[config.mk]
export PLATFORM = sky130hd
export DESIGN_NAME = replace_victim_ctrl
export DESIGN_NICKNAME = d
export VERILOG_FILES = /design/src/rtl/replace_victim_ctrl.sv
export SDC_FILE = /design/constraint.sdc
export NUM_CORES = 1
export LEC_CHECK = 0
export ABC_AREA = 1
export CORE_MARGIN = 5
export CORE_UTILIZATION = 40
export DETAILED_ROUTE_END_ITERATION = 12
export DONT_BUFFER_PORTS = 1
export GPL_ROUTABILITY_DRIVEN = 0
export HOLD_SLACK_MARGIN = 0.02
export PLACE_DENSITY_LB_ADDON = 0.12
export SETUP_SLACK_MARGIN = 0.3
export SLEW_MARGIN = 30
export SYNTH_ARGS = -nofsm -noshare
export SYNTH_HDL_FRONTEND = slang
export SYNTH_SLANG_ARGS = --single-unit
[constraint.sdc]
create_clock -name fire -period 1.2 [get_ports fire]
set_input_delay 0.18 -clock fire [delete_from_list [all_inputs] [get_ports fire]]
set_output_delay 0.18 -clock fire [all_outputs]
set_load 0.01 [all_outputs]
[src/rtl/replace_victim_ctrl.sv]
// Two-way FIFO victim selector driving a 128-entry replacement-pointer bit buffer.
// Optional read forwarding of the last written pointer bit: define REPLACE_VICTIM_FWD_EN.
module replace_victim_ctrl (
  input  logic       fire,
  input  logic       rstn,
  input  logic       i_req_valid,
  output logic       o_req_ready,
  input  logic [6:0] i_set_addr_7,
  input  logic       i_hit,
  input  logic [1:0] i_way_valid,
  output logic [6:0] o_buf_addr_7,
  output logic       o_buf_write_enable,
  output logic       o_buf_data_in,
  input  logic       i_buf_data_out,
  output logic       o_victim_valid,
  output logic       o_victim_way,
  input  logic       i_victim_ready
);

  typedef enum logic [1:0] {
    IDLE = 2'd0,
    RD   = 2'd1,
    UPD  = 2'd2,
    RESP = 2'd3
  } state_t;

  state_t     state, state_nxt;
  logic [1:0] way_valid_q;
  logic       accept;
  logic       ptr_bit;
  logic       victim;
  logic       fwd_hit;

  assign accept = i_req_valid & (state == IDLE);

`ifdef REPLACE_VICTIM_FWD_EN
  logic [6:0] last_addr;
  logic       last_bit;
  logic       last_vld;
  logic       fwd_sel;

  assign fwd_hit = last_vld & (i_set_addr_7 == last_addr);
  assign ptr_bit = fwd_sel ? last_bit : i_buf_data_out;

  always_ff @(posedge fire or negedge rstn) begin
    if (!rstn) begin
      last_addr <= '0;
      last_bit  <= 1'b0;
      last_vld  <= 1'b0;
      fwd_sel   <= 1'b0;
    end else begin
      if (accept)
        fwd_sel <= fwd_hit;
      // Track the bit just written so a repeat miss can bypass the buffer read
      if (state == UPD) begin
        last_addr <= o_buf_addr_7;
        last_bit  <= ~victim;
        last_vld  <= 1'b1;
      end
    end
  end
`else
  assign fwd_hit = 1'b0;
  assign ptr_bit = i_buf_data_out;
`endif

  // An invalid way always wins; way_valid_q[0] is 0 exactly when way0 is free
  assign victim = (way_valid_q != 2'b11) ? way_valid_q[0] : ptr_bit;

  always_ff @(posedge fire or negedge rstn) begin
    if (!rstn) begin
      state        <= IDLE;
      o_buf_addr_7 <= '0;
      way_valid_q  <= '0;
      o_victim_way <= 1'b0;
    end else begin
      state <= state_nxt;
      if (accept) begin
        o_buf_addr_7 <= i_set_addr_7;
        way_valid_q  <= i_way_valid;
      end
      if (state == UPD)
        o_victim_way <= victim;
    end
  end

  always_comb begin
    state_nxt          = state;
    o_req_ready        = 1'b0;
    o_buf_write_enable = 1'b0;
    o_buf_data_in      = 1'b0;
    o_victim_valid     = 1'b0;
    unique case (state)
      IDLE: begin
        o_req_ready = 1'b1;
        if (i_req_valid && !i_hit)
          state_nxt = fwd_hit ? UPD : RD;
      end
      RD:   state_nxt = UPD;
      UPD: begin
        o_buf_write_enable = 1'b1;
        o_buf_data_in      = ~victim;
        state_nxt          = RESP;
      end
      RESP: begin
        o_victim_valid = 1'b1;
        if (i_victim_ready)
          state_nxt = IDLE;
      end
      default: state_nxt = IDLE;
    endcase
  end

endmodule

Word-level counts from Yosys, hierarchy flattened

Index checks and enable logic that the tools add are counted.
W data, S select, Z words.

Bitwise logic cells: 2
Equal/unequal tests: 6
Muxes and demuxes: 8
Reductions and logical operators: 4

Operators by type and width:

| kind                 | number |
|---|---|
| $pmux W2 S4          | 1 |
| $mux W1              | 5 |
| $eq A2 B2 Y1 const B | 2 |
| $mux W2              | 2 |
| $ne A2 B2 Y1 const B | 2 |
| $eq A2 B1 Y1 const B | 1 |
| $logic_not A2 Y1     | 1 |
| $ne A2 B1 Y1 const B | 1 |
| $reduce_and A2 Y1    | 1 |
| $and A1 B1 Y1        | 1 |
| $logic_and A1 B1 Y1  | 1 |
| $logic_not A1 Y1     | 1 |
| $not A1 Y1           | 1 |

Output and inout bits: 12
Bits in registers: 12
Input port bits: 15

Logic depth before layout (Yosys ltp)

Depth in word-level cells: 4
Mapped depth: 6
Mapped depth without buffers: 6

Least setup slack after synthesis

Ideal clock, no wire load.

Path type: register to register
Start: register state[0]
End: register o_victim_way
Cell stages (with the launch flop): 5
Slack: 0.006 ns
Path buffers: 0
Data arrival time: 1.064 ns
Period minus slack after synthesis: 1.194 ns
Data required time: 1.070 ns
Cells stage by stage: dfrtp_1 -> inv_1 -> ha_1 -> a21boi_1 -> nor2_1

Word-level cells in the longest chain between the ends: 1

Ends and longest elaborated chain:

| element                | line | text |
|---|---|---|
| start, declared        | 27   | `state_t state, state_nxt;` |
| start signal, assigned | 77   | `state <= state_nxt;` |
| $eq A2 B2 Y1           | 82   | `if (state == UPD)` |
| end signal, assigned   | 83   | `o_victim_way <= victim;` |
| end, declared          | 16   | `output logic o_victim_way,` |

Every way passes these cells.
A chain may end at the register's enable or synchronous reset.

Final worst setup path

Start: register state[0]
End: output port o_req_ready

Word-level cells in the longest chain between the ends: 2

Ends and longest elaborated chain:

| element          | line | text |
|---|---|---|
| $logic_not A2 Y1 | 93   | `unique case (state)` |
| $mux W1          | 93   |  |
| end, declared    | 7    | `output logic o_req_ready,` |

Every way passes these cells.

==> out/results.ini <==
[die]
start_util_pct = 43.8
die_x_um = 48.5
ioPinCount = 27
fp.coreArea_um2 = 1350
rows = 13
die-area_um2 = 2350
fp.dieH_um = 48.5

[place]
placed_area_um2 = 642
numPortBuffers = 0
dpl.hpwl_um = 909

[sta]
hold_viol_final = 0
rsz0062_at_grt = yes
finalMaxSlewViolations = 0
maxSlewHeadroom_pct = 64.1
fmax_mhz = 732
min_period_ns = 1.37
fin_crit_sh_pct = 114
setup_viol = 10
clock_skew_ns = 0.00148
setup_ws_ns = -0.166
worst_slew_pin_slew_ns = 0.537
hold_ws_ns = 0.0348

[hold_path]
hold_depth = 2
min-delay-path-class = in2reg
hold_end = o_buf_addr_7[4]
hp-start = i_set_addr_7[4]

[synth]
synth_compound_area_share_pct = 1.27
syn-instance-count = 66
synth_seq_cells = 12
yosysWarningCount = 0
synth_cell_type_count = 11
yosysSeqAreaShare_pct = 50.7
synth_top_family_by_area = simple AND/OR/NAND/NOR gates
synth-adder-area-share_pct = 8.46
synth-simple-area-share_pct = 32.6
syn_nets = 85
yosys.area_share.xor_xnor_pct = 0
muxShareOfSynthArea_pct = 0
synth_area_um2 = 592
avgSynthCellArea_um2 = 8.97

[routing]
drc = 0
drtIter0Drc = 11
ant_nets = 0
num_vias = 478
routed_via_density = 4.98
routed_wirelength_mm = 1.38
routedWlPerCell_um = 14.4
dr.pass1.iters = 4

[finish]
design_area_um2 = 811
diodes = 0
layout-drive-gt1-share_pct = 35.8
fin_util_pct = 60.1
nNetsFinal = 101
area_growth_pct = 37.0

[pwr]
ir_drop_mv = 1.41
finalPower_mw = 2.32
p_leak_nw = 0.419
powerDensity_nw_per_um2 = 2860

[worst_setup_path]
cp-end-kind = primary output
timing.rr.end = state[0]
critical_path_required_ns = 1.02
rrSetupSlack_ns = -0.12
r2r_cells = 7
critical_path.max_fanout = 3
startpoint = state[0]
crit_path_start_kind = flop
cp.arrival_ns = 1.19
path_class = reg2out
reg2reg_from = state[0]

[clock_network]
root_buffer = clkbuf_4
clk_latency_ns = 0.26
cts_sinks = 12
numCtsBuffers = 3
clkTransAtPathRegs_ns = 0.08
clk_path_buf_depth = 2
cts_tree = done
h-tree-depth = 1

[global_route]
grt_max_degree = 13
overflow = 0
grtUsageTotal_pct = 11.0
grt_pass1_vias = 449
grt_antenna_before_repair = 0
grt_pass1_wl_mm = 2.02

[status]
outcome = complete, but fails checks
violations = setup timing

[job]
maxCapViolations = 0

==> report_power, final <==
part,switching (mW),total [mW],internal (mW)
sequential,0.225,0.833,0.609
combinational,0.540,1.17,0.625
clock,0.134,0.318,0.184
==> cell usage in the layout (no fill, tap or decap), types with 2 or more instances in the layout <==
cell type	Yosys	layout
buf_4	0	9
clkbuf_4	0	3
dfrtp_1	12	11
ha_2	0	2
ha_4	0	2
inv_1	5	3
inv_2	0	2
nand2_1	26	24
nand2_2	1	2
nand2_4	0	2
nand3_1	11	10
nor2_1	2	2
==> per-stage QoR <==
stage / worst slack [ns] / std cells / TNS, ns
finish: -0.166 / 96 / -0.889
global route: -0.197 / 96 / -1.38
CTS: -0.155 / 90 / -1.09
detailed placement: 0.0306 / 81 / 0
global placement: 0.0684 / 81 / 0
floorplan: 0.131 / 66 / 0
==> worst max-delay path, cell delays in order, from the launching register on <==
cell,delay [ns]
dfrtp_1,0.40
inv_2,0.08
buf_4,0.14
ha_4,0.16
buf_4,0.14
==> cells in the mapped netlist, drive strengths merged <==
cell type / n / area, µm²
nand2: 28 / 124
dfrtp: 12 / 300
nand3: 11 / 55.1
inv: 5 / 18.8
ha: 4 / 50.1
buf: 2 / 22.5
nor2: 2 / 7.51
a21boi: 1 / 7.51
or2: 1 / 6.26
==> registers in the layout (all words and copies together), names as in the netlist <==
name / count
o_victim_way: 1
way_valid_q: 2
o_buf_addr_7: 7
state: 2
==> final cells by class <==
| type | instances | area (µm²) |
|---|---|---|
| clock buffer | 4 | 36.3 |
| tap | 15 | 18.8 |
| timing repair buffer | 12 | 118 |
| sequential | 12 | 302 |
| fill | 115 | 539 |
| multi-input combinational | 48 | 318 |
| inverter | 5 | 18.8 |
==> what timing repair did <==
item,in CTS,in global routing
hold buffers,1,0
buffers inserted,4,4
endpoints found under the hold margin,12,0
gates cloned,0,2
setup endpoints to repair,16,16
resized for setup,2,6
pin swaps,0,3
==> metal layers <==
| layer | share of wire, % | GRT usage [%] | up-vias |
|---|---|---|---|
| met5 | 0 | 0 | - |
| met4 | 0.87 | 5.38 | 0 |
| met3 | 8.6 | 4.59 | 2 |
| met2 | 47 | 15.9 | 18 |
| met1 | 43 | 14.0 | 219 |
| li1 | - | - | 239 |
==> worst max-delay path by stage <==
stage / cells past startpoint / end / slack, ns
2_1_floorplan: 6 / o_buf_addr_7[0] / 0.13
3_3_place_gp: 6 / state[0] / 0.07
3_5_place_dp: 6 / state[0] / 0.03
4_1_cts: 4 / o_req_ready / -0.15
5_1_grt: 4 / o_req_ready / -0.20
6_report: 4 / o_req_ready / -0.17
==> cell families (layout without fill, tap and decap cells) <==
logic type / after synthesis / in the layout
AOI/OAI and AO/OA: 1 / 1
buffers and inverters: 7 / 21
and+or+nand+nor: 42 / 43
DFF: 12 / 12
adders and majority gates: 4 / 4
Note: power is estimated with default switching activity, not from simulation.
